File: config.mk
export PLATFORM = sky130hd
export DESIGN_NAME = nonrestoring_divider
export DESIGN_NICKNAME = d
export VERILOG_FILES = /design/src/rtl/nonrestoring_divider.sv
export SDC_FILE = /design/constraint.sdc
export NUM_CORES = 1
export LEC_CHECK = 0
export ABC_AREA = 0
export BUFFER_PORTS_ARGS = -buffer_cell sky130_fd_sc_hd__buf_2
export CORE_UTILIZATION = 35
export CTS_CLUSTER_DIAMETER = 150
export DETAILED_ROUTE_END_ITERATION = 7
export PLACE_DENSITY = 0.65
export SLEW_MARGIN = 20
export SYNTH_ARGS = -nofsm -noshare
export SYNTH_HDL_FRONTEND = slang
export SYNTH_SLANG_ARGS = --single-unit
File: constraint.sdc
create_clock -name clk -period 2.8 [get_ports clk]
set_input_delay 0.42 -clock clk [delete_from_list [all_inputs] [get_ports clk]]
set_output_delay 0.42 -clock clk [all_outputs]
set_load 0.01 [all_outputs]
File: src/rtl/nonrestoring_divider.sv
// Sequential signed divider using the non-restoring algorithm: one quotient
// bit per cycle, then a single correction/sign-fix cycle before results load.
module nonrestoring_divider #(
  parameter int N = 8
) (
  input  logic         clk,
  input  logic         reset,
  input  logic         start,
  input  logic [N-1:0] dividend,
  input  logic [N-1:0] divisor,
  output logic         busy,
  output logic         done,
  output logic [N-1:0] quotient,
  output logic [N-1:0] remainder,
  output logic         dbz,
  output logic         ovf
);

  localparam int CW = (N > 1) ? $clog2(N) : 1;
  localparam logic [CW-1:0] CNT_INIT = CW'(N - 1);
  localparam logic [CW-1:0] CNT_ONE  = CW'(1);
  localparam logic [N-1:0]  MOST_NEG = {1'b1, {(N-1){1'b0}}};
  localparam logic [N-1:0]  ALL_ONES = {N{1'b1}};

  typedef enum logic [1:0] {IDLE, ITER, FIX, DONE} state_t;

  state_t        state_q, state_d;
  logic [N:0]    a_q, a_d;
  logic [N-1:0]  q_q, q_d;
  logic [N-1:0]  m_q, m_d;
  logic [CW-1:0] cnt_q, cnt_d;
  logic          sign_q_q, sign_q_d;
  logic          sign_r_q, sign_r_d;
  logic          ovf_pend_q, ovf_pend_d;
  logic          busy_q, busy_d;
  logic          done_q, done_d;
  logic          dbz_q, dbz_d;
  logic          ovf_q, ovf_d;
  logic [N-1:0]  quotient_q, quotient_d;
  logic [N-1:0]  remainder_q, remainder_d;

  logic [N-1:0]  dividend_mag, divisor_mag;
  logic [N:0]    m_ext, a_shift, a_step, a_fix;

  // Magnitudes stay N-bit unsigned so the most-negative value maps to 2^(N-1).
  assign dividend_mag = dividend[N-1] ? -dividend : dividend;
  assign divisor_mag  = divisor[N-1]  ? -divisor  : divisor;

  assign m_ext   = {1'b0, m_q};
  assign a_shift = {a_q[N-1:0], q_q[N-1]};
  assign a_step  = a_q[N] ? (a_shift + m_ext) : (a_shift - m_ext);
  assign a_fix   = a_q[N] ? (a_q + m_ext) : a_q;

  always_comb begin
    state_d     = state_q;
    a_d         = a_q;
    q_d         = q_q;
    m_d         = m_q;
    cnt_d       = cnt_q;
    sign_q_d    = sign_q_q;
    sign_r_d    = sign_r_q;
    ovf_pend_d  = ovf_pend_q;
    dbz_d       = dbz_q;
    ovf_d       = ovf_q;
    quotient_d  = quotient_q;
    remainder_d = remainder_q;

    case (state_q)
      IDLE: begin
        if (start) begin
          dbz_d = 1'b0;
          ovf_d = 1'b0;
          if (divisor == '0) begin
            quotient_d  = ALL_ONES;
            remainder_d = dividend;
            dbz_d       = 1'b1;
            state_d     = DONE;
          end else begin
            q_d        = dividend_mag;
            m_d        = divisor_mag;
            a_d        = '0;
            sign_q_d   = dividend[N-1] ^ divisor[N-1];
            sign_r_d   = dividend[N-1];
            ovf_pend_d = (dividend == MOST_NEG) && (divisor == ALL_ONES);
            cnt_d      = CNT_INIT;
            state_d    = ITER;
          end
        end
      end
      ITER: begin
        a_d = a_step;
        q_d = {q_q[N-2:0], ~a_step[N]};
        if (cnt_q == '0) begin
          state_d = FIX;
        end else begin
          cnt_d = cnt_q - CNT_ONE;
        end
      end
      FIX: begin
        a_d         = a_fix;
        quotient_d  = sign_q_q ? -q_q : q_q;
        remainder_d = sign_r_q ? -a_fix[N-1:0] : a_fix[N-1:0];
        ovf_d       = ovf_pend_q;
        state_d     = DONE;
      end
      DONE: begin
        state_d = IDLE;
      end
      default: begin
        state_d = IDLE;
      end
    endcase

    // Status flags follow the state being entered so they are registered outputs.
    busy_d = (state_d != IDLE);
    done_d = (state_d == DONE);
  end

  always_ff @(posedge clk) begin
    if (reset) begin
      state_q     <= IDLE;
      a_q         <= '0;
      q_q         <= '0;
      m_q         <= '0;
      cnt_q       <= '0;
      sign_q_q    <= 1'b0;
      sign_r_q    <= 1'b0;
      ovf_pend_q  <= 1'b0;
      busy_q      <= 1'b0;
      done_q      <= 1'b0;
      dbz_q       <= 1'b0;
      ovf_q       <= 1'b0;
      quotient_q  <= '0;
      remainder_q <= '0;
    end else begin
      state_q     <= state_d;
      a_q         <= a_d;
      q_q         <= q_d;
      m_q         <= m_d;
      cnt_q       <= cnt_d;
      sign_q_q    <= sign_q_d;
      sign_r_q    <= sign_r_d;
      ovf_pend_q  <= ovf_pend_d;
      busy_q      <= busy_d;
      done_q      <= done_d;
      dbz_q       <= dbz_d;
      ovf_q       <= ovf_d;
      quotient_q  <= quotient_d;
      remainder_q <= remainder_d;
    end
  end

  assign busy      = busy_q;
  assign done      = done_q;
  assign quotient  = quotient_q;
  assign remainder = remainder_q;
  assign dbz       = dbz_q;
  assign ovf       = ovf_q;

endmodule

==> results.md <==
* Highest clock frequency the design can meet at 0.375 GHz
* Async set-reset flop share out of synthesis at 0%
* Number of design-rule violations left by the first detailed-router iteration at 234
* Path type of the worst setup path: flip-flop to flip-flop
* Setup slack on the worst flop-to-flop path at 0.13 ns
* Source of the worst hold timing path: divisor[0]
* Fin area at between 4000 and 5000 µm²
* Largest stage delay on the critical path at 0.50 ns
* Number of standard-cell rows in the floorplan at 37
* Syn nets at 527
* Maximum clock skew at final layout at around 0.016 ns
* Most numerous cell in the Yosys netlist: nor2_1
* DIE HEIGHT at 106 µm
* Top cells by area in the synthesized netlist: dfxtp_1 28%, ha_1 9.0%, nor2_1 5.8%
* Static power due to leakage at 0.00174 µW
* Synthesis-to-layout area growth at 14.6%
* Clk sink count at 53
* TritonCTS clock tree: done
* Number of standard cells in the final layout excluding fillers at between 600 and 700
* Startpoint class of the critical path: flip-flop
* Run status: finished, final reports clean
* CP startpoint: m_q[0]$_SDFFE_PP0P_
* Yosys warning total at 0
* Worst voltage drop across the vdd grid at 0.323 mV
* Maximum number of pins on one net before global-route repair at 31
* GRT Overall Usage at between 10% and 20%
* DPL Wire Length at 7930 µm
* First-pass DRT Iterations at 4
* Tcrit/Tclk final at 95.3%
* Core region area at 10,400 µm²
* Clock transition at the registers of the reported paths at 0.12 ns
* Netlist cell types at between 50 and 60
* Max Slew Vio Count at 0
* Count of nets left with antenna violations after detail routing at 0
* Post-synthesis cell area at 3770 µm²
* CP endpoint kind: flip-flop
* Count of final hold-check violations at 0
* Share of the synthesized area in the top cell type at 28.2%
* Global-route wire length before repair at between 15,000 and 20,000 µm
* Total setup violations reported at the end of the flow at 0
* N_diodes at 0
* Syn Area/Cell at 7.87 µm²
* Worst min-delay path class: primary input to flip-flop
* R2R Path Start: m_q[0]$_SDFFE_PP0P_
* Final-stage net count at 568
* Number of instances in the placed design at around 650
* Yosys reg bits at 53
* Post-placement cell area at 4180 µm²
* Share of post-route cells with drive strength above 1 at 15.9%
* Die Wd at 106 µm
* Minimum period implied by the final worst setup slack at 2.67 ns
* Crit path max-delay cell type: or4b_4
* DRC violations left at 0
* Number of synthesized flops with an enable pin at 0
* CTS Root Buffer Type: clkbuf_8
* Total wire length at 10,300 µm
* Top cell types by occurrence after synthesis: 58 x nor2_1, 53 x dfxtp_1, 48 x nand2_1
* Hold WS at about 0.43 ns
* Initial core utilization at 36.3%
* Sequential fraction of the synthesis area at 28.2%
* Total congestion overflow after global routing at 0
* Arr. time, crit path at ~3 ns
* Total number of vias at roughly 3.6k
* Die Footprint at around 11,000 µm²
* Number of fill cells at 1,124
* Routability Congestion at 0.910
* Total Neg Setup Slack at 0 ns
* Capturing point of the worst reg2reg path: remainder[7]$_SDFFE_PP0P_
* Chain of cells forming the critical path: ha_1 > fa_2 > a211oi_2 > nor3b_2 > or4b_4 > a41oi_4 > o311ai_2 > mux2_4 > a21oi_2
* Mean number of vias per cell at roughly 5.4
* Skew-Pair Late Insertion Delay at about 0.32 ns
* Synth Instances at 479
* Initial antenna violation count at 0
* Pin slew with the least headroom to its limit at 0.746 ns
* Leading area contributor after synthesis: dfxtp_1
* Average detailed-routed wire length per instance at 15.7 µm
* Number of buffers added to fix hold violations after cts at 0
* CTS H-tree depth at 2
* End point of the critical path: remainder[7]$_SDFFE_PP0P_
* Most used flip-flop cell after synthesis: dfxtp_1
* Total power after layout at 2180 µW
* Via count of the first global-routing pass at 3,368
* Required @ worst endpoint at 3.07 ns
* Longest Clk Path Bufs at 2
* Number of maximum-capacitance constraint violations at 0
* Power Density at between 500 and 600 nW/µm²
* Port Buffers at 38
* Highest fanout seen on the critical path at 4
* Worst slew slack as a fraction of its limit at 50.2%
* Ports placed on the boundary at 39
* TritonCTS buffer count at 5
* R2r worst-path depth at 9
* Number of buffers inserted by post-CTS setup repair at 0
==> where the power goes <==
part | internal, µW | leakage [µW] | switching [µW]
Clock | 187 | 0.0000511 | 286
Combinational | 343 | 0.00126 | 473
Sequential | 815 | 0.000432 | 76.3
Total | 1350 | 0.00174 | 836
==> cells in the final DEF (no fill, tap or decap), types with 6 or more instances in the layout <==
| cell | n |
|---|---|
| dfxtp_1 | 52 |
| o31ai_1 | 7 |
| nand2_1 | 48 |
| mux2i_1 | 12 |
| inv_1 | 22 |
| o21a_1 | 6 |
| a31oi_1 | 6 |
| buf_4 | 19 |
| a21oi_1 | 29 |
| buf_2 | 38 |
| nor3_1 | 11 |
| nand3_1 | 9 |
| o21ai_0 | 26 |
| nor2_1 | 58 |
| ha_1 | 27 |
| xor2_1 | 17 |
| o22ai_1 | 11 |
| xnor2_1 | 18 |
| nand2b_1 | 8 |
| a211oi_1 | 9 |
| o211ai_1 | 6 |
==> worst min-delay path by stage <==
stage	to	slack (ns)	depth (start not counted)
after floorplan	cnt_q[1]$_SDFFE_PP0P_	0.46	2
after global placement	remainder[2]$_SDFFE_PP0P_	0.45	2
after detailed placement	remainder[2]$_SDFFE_PP0P_	0.47	2
after CTS	m_q[0]$_SDFFE_PP0P_	0.42	3
after global routing	remainder[6]$_SDFFE_PP0P_	0.45	3
final	m_q[0]$_SDFFE_PP0P_	0.43	3
==> kinds of logic after synthesis <==
family / count (synthesis) / synth area share, %
flops: 53 / 28.2
fa+ha+maj: 29 / 10.0
mux: 14 / 3.88
xor+xnor: 35 / 8.13
compound gates: 136 / 23.9
buf+inv: 45 / 4.68
simple gates: 167 / 21.2
==> routing by layer <==
metal	track usage [%]	wire, µm	share of wire, %
met5	0	0	0
met4	4.46	187	1.8
met3	1.73	350	3.4
met2	31.9	5000	48
met1	25.0	4800	46
==> repair_timing <==
item | CTS | global route
gates resized for setup | 1 | 6
setup endpoints to repair | 1 | 5
pin swaps | 0 | 1
endpoints found under the hold margin | 0 | 0
==> area by class of cell <==
type / instances / area, µm² / area share (%)
clock buffers: 5 / 68.8 / 1.59
multi-input cells: 381 / 2570 / 59.5
clock inverters: 3 / 33.8 / 0.782
flip-flops and latches: 53 / 1060 / 24.6
inverters: 22 / 82.6 / 1.91
well taps: 136 / 170 / 3.94
repair buffers: 57 / 333 / 7.71
==> registers in the layout, indices dropped and copies added (netlist names) <==
register	count
q_q	8
a_q	9
m_q	8
remainder	8
ovf	1
dbz	1
sign_r_q	1
cnt_q	3
quotient	8
sign_q_q	1
busy	1
done	1
ovf_pend_q	1
state_q	2
==> stage by stage <==
step                util [%]  setup slack (ns)
finish                  41.6             0.132
global route            41.6           -0.0183
CTS                     41.3            0.0146
detailed placement      40.3            0.0404
global placement        40.3            0.0849
floorplan                  -             0.109
==> worst max-delay path, delay by kind of cell (launching register included) <==
family	cells	cell delay, ns
fa+ha+maj	2	0.61
mux	1	0.32
simple gates	2	0.59
flops	1	0.35
compound gates	4	0.76
Power figures use the tool's default switching activity.
